[config.mk]
export PLATFORM = sky130hd
export DESIGN_NAME = alu_op_sequencer
export DESIGN_NICKNAME = d
export VERILOG_FILES = /design/src/rtl/alu_op_sequencer.sv
export SDC_FILE = /design/constraint.sdc
export NUM_CORES = 1
export LEC_CHECK = 0
export BUFFER_PORTS_ARGS = -buffer_cell sky130_fd_sc_hd__buf_2
export CORE_MARGIN = 2
export CORE_UTILIZATION = 40
export CTS_CLUSTER_SIZE = 30
export DETAILED_ROUTE_END_ITERATION = 6
export SETUP_SLACK_MARGIN = 0.2
export SYNTH_ARGS = -nofsm -noshare
export SYNTH_HDL_FRONTEND = slang
export SYNTH_SLANG_ARGS = --single-unit
[constraint.sdc]
create_clock -name clk -period 2.1 [get_ports clk]
set_input_delay 0.42 -clock clk [delete_from_list [all_inputs] [get_ports clk]]
set_output_delay 0.42 -clock clk [all_outputs]
set_load 0.005 [all_outputs]
[src/rtl/alu_op_sequencer.sv]
`default_nettype none
// ----------------------------------------------------------------------------
// alu_op_sequencer : valid/ready front end for the shared 16-bit ALU with an
//                    internal 16-cycle restoring divider.   Rev 1.0
// ----------------------------------------------------------------------------
module alu_op_sequencer #(
  parameter int          DATA_W    = 16,
  parameter logic [3:0]  FUNC_DIV  = 4'b1000,
  parameter logic [3:0]  FUNC_IDLE = 4'b1111
) (
  input  logic              clk,
  input  logic              rst_n,
  input  logic              req_valid_i,
  output logic              req_ready_o,
  input  logic [3:0]        req_func_i,
  input  logic [DATA_W-1:0] req_a_i,
  input  logic [DATA_W-1:0] req_b_i,
  input  logic              req_cin_i,
  output logic [3:0]        alu_func_o,
  output logic [DATA_W-1:0] alu_a_o,
  output logic [DATA_W-1:0] alu_b_o,
  output logic              alu_cin_o,
  input  logic [DATA_W-1:0] alu_out_i,
  input  logic              alu_c_i,
  input  logic              alu_z_i,
  input  logic              alu_v_i,
  input  logic              alu_s_i,
  output logic              rsp_valid_o,
  input  logic              rsp_ready_i,
  output logic [DATA_W-1:0] rsp_data_o,
  output logic [3:0]        rsp_flags_o,
  output logic              busy_o,
  output logic              div_by_zero_o
);

  typedef enum logic [1:0] {
    IDLE  = 2'd0,
    ISSUE = 2'd1,
    DIV   = 2'd2,
    RESP  = 2'd3
  } state_t;

  state_t            state_q, state_d;
  logic [3:0]        alu_func_q, alu_func_d;
  logic [DATA_W-1:0] alu_a_q, alu_a_d;
  logic [DATA_W-1:0] alu_b_q, alu_b_d;
  logic              alu_cin_q, alu_cin_d;
  logic [DATA_W-1:0] rsp_data_q, rsp_data_d;
  logic [3:0]        rsp_flags_q, rsp_flags_d;
  logic              dbz_q, dbz_d;
  logic [DATA_W:0]   rem_q, rem_d;
  logic [DATA_W-1:0] quo_q, quo_d;
  logic [DATA_W-1:0] dvsr_q, dvsr_d;
  logic [3:0]        cnt_q, cnt_d;

  logic [DATA_W:0]   w_rem_sh;
  logic [DATA_W:0]   w_rem_nx;
  logic [DATA_W-1:0] w_quo_nx;
  logic              w_take;

  always_ff @(posedge clk or negedge rst_n) begin
    if (!rst_n) begin
      state_q     <= IDLE;
      alu_func_q  <= FUNC_IDLE;
      alu_a_q     <= '0;
      alu_b_q     <= '0;
      alu_cin_q   <= 1'b0;
      rsp_data_q  <= '0;
      rsp_flags_q <= 4'b0000;
      dbz_q       <= 1'b0;
      rem_q       <= '0;
      quo_q       <= '0;
      dvsr_q      <= '0;
      cnt_q       <= 4'd0;
    end else begin
      state_q     <= state_d;
      alu_func_q  <= alu_func_d;
      alu_a_q     <= alu_a_d;
      alu_b_q     <= alu_b_d;
      alu_cin_q   <= alu_cin_d;
      rsp_data_q  <= rsp_data_d;
      rsp_flags_q <= rsp_flags_d;
      dbz_q       <= dbz_d;
      rem_q       <= rem_d;
      quo_q       <= quo_d;
      dvsr_q      <= dvsr_d;
      cnt_q       <= cnt_d;
    end
  end

  // One restoring-divide step: shift in next dividend bit, subtract if it fits.
  always_comb begin
    w_rem_sh = {rem_q[DATA_W-1:0], quo_q[DATA_W-1]};
    w_take   = (w_rem_sh >= {1'b0, dvsr_q});
    w_rem_nx = w_take ? (w_rem_sh - {1'b0, dvsr_q}) : w_rem_sh;
    w_quo_nx = {quo_q[DATA_W-2:0], w_take};
  end

  always_comb begin
    state_d     = state_q;
    alu_func_d  = alu_func_q;
    alu_a_d     = alu_a_q;
    alu_b_d     = alu_b_q;
    alu_cin_d   = alu_cin_q;
    rsp_data_d  = rsp_data_q;
    rsp_flags_d = rsp_flags_q;
    dbz_d       = dbz_q;
    rem_d       = rem_q;
    quo_d       = quo_q;
    dvsr_d      = dvsr_q;
    cnt_d       = cnt_q;

    case (state_q)
      IDLE: begin
        if (req_valid_i) begin
          dbz_d = 1'b0;
          if (req_func_i == FUNC_DIV) begin
            dvsr_d  = req_a_i;
            quo_d   = req_b_i;
            rem_d   = '0;
            // A zero divisor runs a single DIV cycle so it responds at T+2.
            cnt_d   = (req_a_i == '0) ? 4'd15 : 4'd0;
            state_d = DIV;
          end else begin
            alu_func_d = req_func_i;
            alu_a_d    = req_a_i;
            alu_b_d    = req_b_i;
            alu_cin_d  = req_cin_i;
            state_d    = ISSUE;
          end
        end
      end
      ISSUE: begin
        rsp_data_d  = alu_out_i;
        rsp_flags_d = {alu_c_i, alu_z_i, alu_v_i, alu_s_i};
        alu_func_d  = FUNC_IDLE;
        alu_a_d     = '0;
        alu_b_d     = '0;
        alu_cin_d   = 1'b0;
        state_d     = RESP;
      end
      DIV: begin
        rem_d = w_rem_nx;
        quo_d = w_quo_nx;
        cnt_d = cnt_q + 4'd1;
        if (cnt_q == 4'd15) begin
          state_d = RESP;
          if (dvsr_q == '0) begin
            rsp_data_d  = '1;
            rsp_flags_d = 4'b0011;
            dbz_d       = 1'b1;
          end else begin
            rsp_data_d  = w_quo_nx;
            rsp_flags_d = {1'b0, (w_quo_nx == '0), 1'b0, w_quo_nx[DATA_W-1]};
          end
        end
      end
      RESP: begin
        if (rsp_ready_i) state_d = IDLE;
      end
      default: state_d = IDLE;
    endcase
  end

  assign req_ready_o   = (state_q == IDLE);
  assign rsp_valid_o   = (state_q == RESP);
  assign busy_o        = (state_q != IDLE);
  assign alu_func_o    = alu_func_q;
  assign alu_a_o       = alu_a_q;
  assign alu_b_o       = alu_b_q;
  assign alu_cin_o     = alu_cin_q;
  assign rsp_data_o    = rsp_data_q;
  assign rsp_flags_o   = rsp_flags_q;
  assign div_by_zero_o = dbz_q;

endmodule
`default_nettype wire

==> summary.txt, run 1 <==
Run status
  • Status: finished with violations
  • Failing checks: setup timing

CTS
  • CTS Buf Count: 9
  • CTS sink cnt: 112
  • Clock Latency Late Sink: 370 ps
  • Root Buffer: clkbuf_16
  • Hold Buf Count CTS: 0
  • CTS tree: yes
  • H-tree levels: 3
  • Max clock buf depth: 2
  • Reg clk slew, reported paths: 80 ps

Timing
  • F_max: 0.433 GHz
  • Slew margin rel.: 62.1%
  • Final setup fails: 19
  • Min cycle time layout: 2310 ps
  • Unrepaired setup endpoints after global routing: true
  • Final period utilization: 110%
  • Setup TNS: -2970 ps
  • Slew Limit Fails: 0
  • Hold Vio Cnt, Final: 0
  • Tightest Pin Transition: 568 ps
  • Setup ws final: -210 ps
  • Worst Skew: 9.18 ps

Cells and area
  • Synthesis-to-finish area growth: 35.2%
  • Layout Cells excl Fill: 1,013
  • Inserted Diodes: 0
  • Final Core Density: 55.8%
  • Fillcell total: 1,296
  • Share of cells above drive strength 1: 34.8%
  • Fin area: 0.00780 sq mm
  • Commonest non-fill, non-tap cell in the layout: nand2_1
  • Final nets: 911
  • Most frequent cells in the layout: nand2_1 (137), buf_2 (120), dfrtp_1 (108)

Hold path
  • Hold Path Class: in -> async

Logic synthesis
  • Post-Syn Area: 0.00577 sq mm
  • Post-synth top flop: dfrtp_1
  • Post-synth EDFFs: 0
  • Ys Warns: 0
  • Asr flop ratio synth: 100%
  • Post-Syn Area per Cell: 8.92 sq um
  • Yosys cell types: 50
  • Mapped Cells: 647
  • Mapped Nets: 730
  • Sequential fraction of the synthesis area: 48.6%
  • #FFs+latches synth: 112

Critical path
  • Setup Crit Path Kind: reg -> reg
  • Max incr delay on CP: 410 ps
  • Critical path's slowest cell: dfrtp_1
  • Most used cell, CP: a21oi_2
  • Worst endpoint required time: 2340 ps
  • Worst-path cell chain: ha_4, a21o_1, a21oi_2, a21oi_2, o311a_4, o31a_1, buf_4, o2111ai_1, nand3_1
  • Crit path launch: rem_q[2]
  • CP Max Fanout: 4
  • Setup crit start kind: flip-flop
  • Worst Setup End Kind: flip-flop
  • Crit path buf inv count: 1
  • Reg2reg start: rem_q[2]
  • R2r setup slk: -210 ps
  • Critical path arrival: 2550 ps
  • Crit path max-delay family: compound AO/OA/AOI/OAI gates

Run
  • # Max-Cap Violations: 0

Power
  • P_int: 6.80 mW
  • Combinational share of power: 53.1%
  • Clock share of power: 14.1%
  • Pwr/cell area: 1480 mW/mm^2
  • Leakage: 3.88 nW
  • Sw power: 4.72 mW
  • Switch share: 41.0%
  • Sequential fraction of design power: 32.8%
  • Peak VDD IR: 625 uV

Detailed routing
  • DRT iter0 DRCs: 347
  • Routed wire length per instance: 16.3 um
  • Via/cell ratio: 5.26
  • Detailed Routing Iterations Pass 1: 4
  • Routed Antenna Nets: 0
  • Total Routed Length: 16,500 um
  • DRC Markers: 0
  • DR vias: 5,327

Global route
  • First-pass GRT wire length: 26,200 um
  • Vias in the first global route: 5,212
  • Grt ovf: 0
  • GR Util All Layers: 22.0%
  • Largest net degree at the start of global routing: 42
  • Initial antenna violation count: 0

Floorplanning
  • Core Area: 0.0140 sq mm
  • Die Footprint: 0.0154 sq mm
  • Die height: 124 um
  • Initial core utilization: 41.3%
  • Io pins: 122
  • FP Rows: 43
  • Chip Width: 124 um

Placement
  • Placed cell area: 0.00725 sq mm
  • Post-DP HPWL: 12,300 um
  • Dpl cells: 993
  • Port buffer count: 121
  • Placer Congestion: 0.861
-- power groups by stage --
stage | clock network [mW] | registers (mW) | logic (mW)
6_report | 1.62 | 3.78 | 6.12
4_1_cts | 1.67 | 3.77 | 6.00
2_1_floorplan | 0 | 3.72 | 3.36
3_5_place_dp | 0 | 3.79 | 5.71
3_3_place_gp | 0 | 3.75 | 5.59
5_1_grt | 1.76 | 3.90 | 6.87
-- cells in the mapped netlist (3+ instances only) --
cell / n / area [sq um]
a21o_1: 4 / 30.0
a32oi_1: 6 / 52.6
nor2_1: 22 / 82.6
a21oi_1: 24 / 120
and3_1: 3 / 18.8
dfstp_2: 4 / 105
mux2i_1: 22 / 220
nand3_1: 64 / 320
o21ai_0: 78 / 390
o22ai_1: 3 / 18.8
ha_1: 21 / 263
o31ai_1: 3 / 22.5
xor2_1: 6 / 52.6
nand2b_1: 3 / 18.8
a31oi_1: 3 / 18.8
nor4_1: 11 / 68.8
xnor2_1: 7 / 61.3
clkbuf_1: 33 / 124
nand4_1: 3 / 18.8
nand2_1: 139 / 522
o21a_1: 3 / 22.5
nor3_1: 4 / 20.0
dfrtp_1: 108 / 2700
o211ai_1: 3 / 22.5
inv_1: 22 / 82.6
or3_1: 15 / 93.8
-- layout make-up --
cell class                 instances  area (sq um)  share of cell area [%]
clock inverter                     4          31.3                   0.401
timing repair buffer             208          1370                    17.5
tap                              180           225                    2.89
multi-input combinational        474          3050                    39.1
inverter                          23          86.3                    1.11
sequential                       112          2810                    36.0
clock buffer                      12           236                    3.03
-- kinds of logic (layout without fill, tap and decap cells) --
| kind of cell | after synthesis | in the layout | synth area share [%] |
|---|---|---|---|
| flops | 112 | 112 | 48.6 |
| xor+xnor | 13 | 13 | 1.97 |
| simple gates | 272 | 272 | 21.3 |
| mux | 23 | 23 | 4.01 |
| fa+ha+maj | 22 | 22 | 4.90 |
| buf+inv | 61 | 247 | 4.07 |
| compound gates | 144 | 144 | 15.1 |
-- layer usage --
metal	vias up	share of wire [%]	track usage, %	routed length (um)
met3	26	4.6	2.98	760
met1	2563	44	28.4	7170
met5	-	0	0	0
met2	116	50	37.3	8170
met4	0	2.3	9.06	382
li1	2622	-	-	-
-- flip-flops by register name (all words and copies together) (netlist names) --
register       cells
alu_a_o           16
alu_b_o           16
alu_cin_o          1
alu_func_o         4
cnt_q              4
div_by_zero_o      1
dvsr_q            16
quo_q             16
rem_q             16
rsp_data_o        16
rsp_flags_o        4
state_q            2
-- final timing paths --
| check | endpoint | depth (start not counted) |
|---|---|---|
| worst max-delay path | rem_q[9] | 9 |
| worst min-delay path | rsp_data_o[10] | 1 |
| worst max register to register | rem_q[9] | 9 |
| worst min register to register | alu_b_o[5] | 2 |
| max in group asynchronous | alu_func_o[1] | 2 |
| min in group clk | alu_cin_o | 3 |
-- through the flow --
step | power (mW) | hold slack [ps] | setup slack (ps)
finish | 11.5 | 52.8 | -210
global route | 12.5 | 98.0 | -283
detailed placement | 9.50 | 452 | -256
floorplan | 7.08 | 124 | -161
CTS | 11.4 | 70.7 | -201
global placement | 9.34 | 445 | -221
-- repair_timing --
action                                  CTS  global route
endpoints found under the setup margin   20            65
setup buffers                             4             0
resized for setup                        44            23
pin swaps                                26             4
Power figures use the tool's default switching activity.
==> run 2: changes to the inputs <==
--- a/config.mk
+++ b/config.mk
@@ -8,6 +8,7 @@
 export BUFFER_PORTS_ARGS = -buffer_cell sky130_fd_sc_hd__buf_2
 export CORE_MARGIN = 2
 export CORE_UTILIZATION = 40
+export CTS_BUF_LIST = sky130_fd_sc_hd__clkbuf_8 sky130_fd_sc_hd__clkbuf_16
 export CTS_CLUSTER_SIZE = 30
 export DETAILED_ROUTE_END_ITERATION = 6
 export SETUP_SLACK_MARGIN = 0.2
==> summary.txt, run 2 (synthesis gave the netlist of run 1 again) <==
Floorplanning
  • FP Rows: 43 (unchanged)
  • Io pins: 122 (unchanged)
  • Core Area: 0.0140 sq mm (unchanged)
  • Die height: 124 um (unchanged)
  • Initial core utilization: 41.3% (unchanged)
  • Die Footprint: 0.0154 sq mm (unchanged)
  • Chip Width: 124 um (unchanged)

Cells and area
  • Fillcell total: 1,297 (+0.077%)
  • Commonest non-fill, non-tap cell in the layout: nand2_1
  • Synthesis-to-finish area growth: 35.1% (about the same)
  • Share of cells above drive strength 1: 34.7% (-0.12 points)
  • Final Core Density: 55.8% (about the same)
  • Most frequent cells in the layout: nand2_1 (137), buf_2 (120), dfrtp_1 (108)
  • Inserted Diodes: 0 (unchanged)
  • Fin area: 0.00780 sq mm (about the same)
  • Final nets: 911 (unchanged)

CTS
  • CTS Buf Count: 9 (unchanged)
  • CTS tree: yes
  • Max clock buf depth: 2 (unchanged)
  • Reg clk slew, reported paths: 70 ps (about the same)
  • CTS sink cnt: 112 (unchanged)
  • Clock Latency Late Sink: 360 ps (about the same)
  • Root Buffer: clkbuf_16
  • H-tree levels: 3 (unchanged)

Detailed routing
  • DRC Markers: 0 (unchanged)
  • Detailed Routing Iterations Pass 1: 5 (+1)
  • DRT iter0 DRCs: 374 (+7.8%)
  • Total Routed Length: 16,500 um (about the same)
  • DR vias: 5,342 (+0.28%)
  • Routed wire length per instance: 16.3 um (about the same)
  • Via/cell ratio: 5.27 (+0.28%)
  • Routed Antenna Nets: 0 (unchanged)

Placement
  • Placer Congestion: 0.861 (unchanged)
  • Placed cell area: 0.00725 sq mm (unchanged)
  • DP Worst Slack: -256 ps (unchanged)
  • Post-DP HPWL: 12,300 um (unchanged)
  • Port buffer count: 121 (unchanged)

Timing
  • Tightest Pin Transition: 578 ps (+10.2 ps)
  • Min cycle time layout: 2310 ps (-2.63 ps)
  • F_max: 0.433 GHz (+0.11%)
  • Unrepaired setup endpoints after global routing: true
  • Slew margin rel.: 61.5% (-0.68 points)
  • Slew Limit Fails: 0 (unchanged)
  • Setup ws final: -208 ps (+2.63 ps)
  • Hold Vio Cnt, Final: 0 (unchanged)
  • Final setup fails: 19 (unchanged)
  • Final period utilization: 110% (-0.13 points)
  • Worst Skew: 7.59 ps (-1.59 ps)

Global route
  • GR Util All Layers: 22.0% (about the same)
  • Vias in the first global route: 5,212 (unchanged)
  • Grt ovf: 0 (unchanged)
  • Largest net degree at the start of global routing: 42 (unchanged)
  • Initial antenna violation count: 0 (unchanged)
  • First-pass GRT wire length: 26,200 um (about the same)

Power
  • Combinational share of power: 53.1% (about the same)
  • P_int: 6.78 mW (-0.26%)
  • Sequential fraction of design power: 32.9% (about the same)
  • Sw power: 4.72 mW (about the same)
  • Pwr/cell area: 1480 mW/mm^2 (about the same)
  • Peak VDD IR: 618 uV (-1.1%)
  • Leakage: 3.89 nW (+0.17%)
  • Tot Pwr: 11.5 mW (-0.12%)
  • Clock share of power: 14.0% (about the same)
  • Switch share: 41.0% (+0.088 points)

Critical path
  • Worst-path cell chain: ha_4, a21o_1, a21oi_2, a21oi_2, o311a_4, o31a_1, buf_4, o2111ai_1, nand3_1
  • Worst Setup End Kind: flip-flop
  • Setup crit start kind: flip-flop
  • Max incr delay on CP: 410 ps (about the same)
  • Worst endpoint required time: 2340 ps (about the same)
  • Setup Crit Path Kind: reg -> reg
  • Most used cell, CP: a21oi_2
  • Critical path's slowest cell: dfrtp_1
  • Critical path arrival: 2540 ps (about the same)
  • CP Max Fanout: 4 (unchanged)

Hold path
  • Hold Path Class: in -> async

Run
  • # Max-Cap Violations: 0 (unchanged)

Run status
  • Failing checks: setup timing
  • Status: finished with violations
## run 2: cell types whose count changed in the layout (fill, tap and decap cells not counted)
cell	change
clkbuf_1	-3
inv_1	+3
nand3_1	+1
nand3_2	-1
## run 2: path summary, 6_finish.rpt
check / from / end / slack (ps) / cells after the start
min in group clk: req_cin_i / alu_cin_o / 280 / 3
hold / removal: rst_n / rsp_data_o[10] / 60 / 1
max in group asynchronous: rst_n / alu_func_o[1] / 1370 / 2
setup reg to reg: rem_q[2] / rem_q[9] / -210 / 9
setup / recovery: rem_q[2] / rem_q[9] / -210 / 9
hold reg to reg: alu_b_o[5] / alu_b_o[5] / 460 / 2
## run 2: routing by layer
| metal | GRT usage (%) | vias to the layer above | part of all wire [%] |
|---|---|---|---|
| li1 | - | 2618 | - |
| met1 | 28.3 | 2576 | 44 |
| met2 | 37.3 | 121 | 49 |
| met3 | 2.98 | 27 | 4.4 |
| met4 | 9.06 | 0 | 2.6 |
| met5 | 0 | - | 0 |
## run 2: power groups by stage
stage / Sequential [mW] / Clock (mW) / Combinational [mW]
after floorplan: 3.72 / 0 / 3.36
after global placement: 3.75 / 0 / 5.59
after detailed placement: 3.79 / 0 / 5.71
after CTS: 3.77 / 1.65 / 6.00
after global routing: 3.90 / 1.75 / 6.87
final: 3.78 / 1.61 / 6.11
## run 2: worst max-delay path: cells and delay by family (launching register included)
kind | cells | cell delay [ps]
compound gates | 6 | 1230
flops | 1 | 410
fa+ha+maj | 1 | 270
buf+inv | 1 | 190
simple gates | 1 | 90
## run 2: area by class of cell
type,instances,area (sq um),share of cell area (%)
well taps,180,225,2.89
inverters,23,86.3,1.11
clock buffers,9,225,2.89
flip-flops and latches,112,2810,36.0
multi-input cells,474,3050,39.1
clock inverters,7,42.5,0.545
repair buffers,208,1370,17.5
## run 2: through the flow
step,TNS (ps),instances,hold slack (ps)
4_1_cts,-2620,1013,70.5
6_report,-2930,1013,55.8
5_1_grt,-4260,1013,97.9
3_3_place_gp,-3290,993,445
2_1_floorplan,-1590,647,124
3_5_place_dp,-3770,993,452
## run 2: timing repair
item | in CTS | in global routing
endpoints found under the setup margin | 20 | 65
endpoints found under the hold margin | 0 | 0
buffers inserted | 4 | 0
pin swaps | 26 | 4
resized for setup | 44 | 22
hold buffers | 0 | 0
==> run 3: changes to the inputs <==
--- a/config.mk
+++ b/config.mk
@@ -11,6 +11,7 @@
 export CTS_BUF_LIST = sky130_fd_sc_hd__clkbuf_8 sky130_fd_sc_hd__clkbuf_16
 export CTS_CLUSTER_SIZE = 30
 export DETAILED_ROUTE_END_ITERATION = 6
+export REMOVE_ABC_BUFFERS = 1
 export SETUP_SLACK_MARGIN = 0.2
 export SYNTH_ARGS = -nofsm -noshare
 export SYNTH_HDL_FRONTEND = slang
==> summary.txt, run 3 (synthesis gave the netlist of run 1 again) <==
Floorplanning
  • Core Area: 0.0140 sq mm (unchanged)
  • FP Rows: 43 (unchanged)
  • Io pins: 122 (unchanged)
  • Chip Width: 124 um (unchanged)
  • Initial core utilization: 41.3% (unchanged)
  • Die Footprint: 0.0154 sq mm (unchanged)
  • Die height: 124 um (unchanged)

Critical path
  • Crit path launch: dvsr_q[3]
  • Worst Setup End Kind: flip-flop
  • Worst endpoint required time: 2380 ps (+40 ps)
  • Critical path arrival: 2590 ps (+50 ps)
  • Setup Crit Path Kind: reg -> reg
  • Crit path buf inv count: 2 (+1)
  • CP Max Fanout: 3 (-1)
  • Reg2reg start: dvsr_q[3]
  • Setup crit start kind: flip-flop
  • Crit path max-delay family: compound AO/OA/AOI/OAI gates
  • Critical path's slowest cell: dfrtp_1
  • Worst-path cell chain: inv_2, ha_4, a21o_1, a21oi_2, a21oi_2, o311a_4, o31ai_4, buf_6, mux2i_1, a22o_1
  • Most used cell, CP: a21oi_2
  • Max incr delay on CP: 400 ps (about the same)

Power
  • Peak VDD IR: 628 uV (+1.6%)
  • Pwr/cell area: 1480 mW/mm^2 (+0.42%)
  • Leakage: 3.87 nW (-0.38%)

CTS
  • H-tree levels: 3 (unchanged)
  • Root Buffer: clkbuf_16
  • Max clock buf depth: 2 (unchanged)
  • CTS sink cnt: 112 (unchanged)
  • Hold Buf Count CTS: 0 (unchanged)
  • CTS tree: yes
  • Clock Latency Late Sink: 350 ps (about the same)
  • Reg clk slew, reported paths: 80 ps (about the same)
  • CTS Buf Count: 9 (unchanged)

Timing
  • Unrepaired setup endpoints after global routing: true
  • Tightest Pin Transition: 606 ps (+28.5 ps)
  • F_max: 0.434 GHz (+0.20%)
  • Min cycle time layout: 2300 ps (-4.50 ps)
  • Final period utilization: 110% (-0.21 points)
  • Final setup fails: 19 (unchanged)
  • Min Hold Slack: 36.6 ps (-19.2 ps)
  • Slew margin rel.: 59.1% (-2.3 points)
  • Setup ws final: -203 ps (+4.50 ps)
  • Slew Limit Fails: 0 (unchanged)
  • Worst Skew: 7.97 ps (+0.386 ps)
  • Hold Vio Cnt, Final: 0 (unchanged)

Cells and area
  • Synthesis-to-finish area growth: 35.2% (about the same)
  • Inserted Diodes: 0 (unchanged)
  • Final nets: 911 (unchanged)
  • Share of cells above drive strength 1: 34.0% (-0.72 points)
  • Most frequent cells in the layout: nand2_1 (138), buf_2 (120), dfrtp_1 (108)
  • Commonest non-fill, non-tap cell in the layout: nand2_1

Global route
  • First-pass GRT wire length: 26,100 um (-0.50%)
  • Vias in the first global route: 5,227 (+0.29%)
  • Grt ovf: 0 (unchanged)
  • Largest net degree at the start of global routing: 43 (+2.4%)
  • Initial antenna violation count: 0 (unchanged)
  • GR Util All Layers: 21.8% (-0.21 points)

Detailed routing
  • Detailed Routing Iterations Pass 1: 6 (+1)
  • Routed wire length per instance: 16.1 um (-0.93%)
  • DRC Markers: 0 (unchanged)
  • DRT iter0 DRCs: 255 (-32%)
  • Total Routed Length: 16,300 um (-0.93%)
  • Via/cell ratio: 5.25 (-0.49%)
  • Routed Antenna Nets: 0 (unchanged)
  • DR vias: 5,316 (-0.49%)

Placement
  • Post-DP HPWL: 12,000 um (-2.6%)
  • DP Worst Slack: -291 ps (-35.6 ps)
  • Port buffer count: 121 (unchanged)
  • Placer Congestion: 0.941 (+9.2%)

Run status
  • Failing checks: setup timing
  • Status: finished with violations

Hold path
  • Hold Path Class: in -> async

Run
  • # Max-Cap Violations: 0 (unchanged)
==> run 3: cell count changes in the layout (fill, tap and decap cells not counted), moves of 4 or more <==
cell,previous run,this run
buf_6,8,4
ha_4,9,5
inv_2,8,4
o21ai_0,70,74
o21ai_1,8,4
==> run 3: per-stage QoR <==
step	instance area, sq um	instances	utilization, %	setup TNS (ps)	total power [mW]
floorplan	5620	609	-	-115780	6.79
global placement	7220	993	51.6	-3450	9.31
detailed placement	7220	993	51.6	-4590	9.48
CTS	7660	1010	54.8	-2780	11.4
global route	7800	1013	55.8	-4190	12.6
finish	7800	1013	55.8	-2400	11.6
==> run 3: metal layers <==
| metal | GRT usage, % | up-vias | part of all wire [%] |
|---|---|---|---|
| li1 | - | 2624 | - |
| met1 | 29.1 | 2536 | 47 |
| met2 | 35.5 | 130 | 45 |
| met3 | 3.25 | 26 | 4.7 |
| met4 | 8.85 | 0 | 3.2 |
| met5 | 0 | - | 0 |
==> run 3: timing repair <==
action | CTS | global route
buffers inserted | 1 | 3
setup endpoints to repair | 23 | 85
gates resized for setup | 32 | 27
pin swaps | 18 | 12
==> run 3: area by class of cell <==
class / count / area, sq um
clock buffer: 10 / 239
clock inverter: 6 / 50.0
fill: 1254 / 6190
inverter: 23 / 86.3
multi-input combinational: 474 / 3010
sequential: 112 / 2810
tap: 180 / 225
timing repair buffer: 208 / 1380
==> run 3: path summary, 6_finish.rpt <==
| check | to | slack (ps) | cells past startpoint |
|---|---|---|---|
| worst min-delay path | rsp_flags_o[0] | 40 | 1 |
| worst min register to register | alu_b_o[9] | 470 | 2 |
| max in group asynchronous | alu_func_o[0] | 1380 | 2 |
| min in group clk | alu_cin_o | 300 | 3 |
| worst max-delay path | rem_q[0] | -200 | 10 |
| worst max register to register | rem_q[0] | -200 | 10 |
==> run 3: where the power goes <==
| part | total, mW | switching, mW | internal, mW |
|---|---|---|---|
| combinational | 6.14 | 3.35 | 2.79 |
| clock | 1.68 | 0.827 | 0.856 |
| sequential | 3.73 | 0.608 | 3.13 |
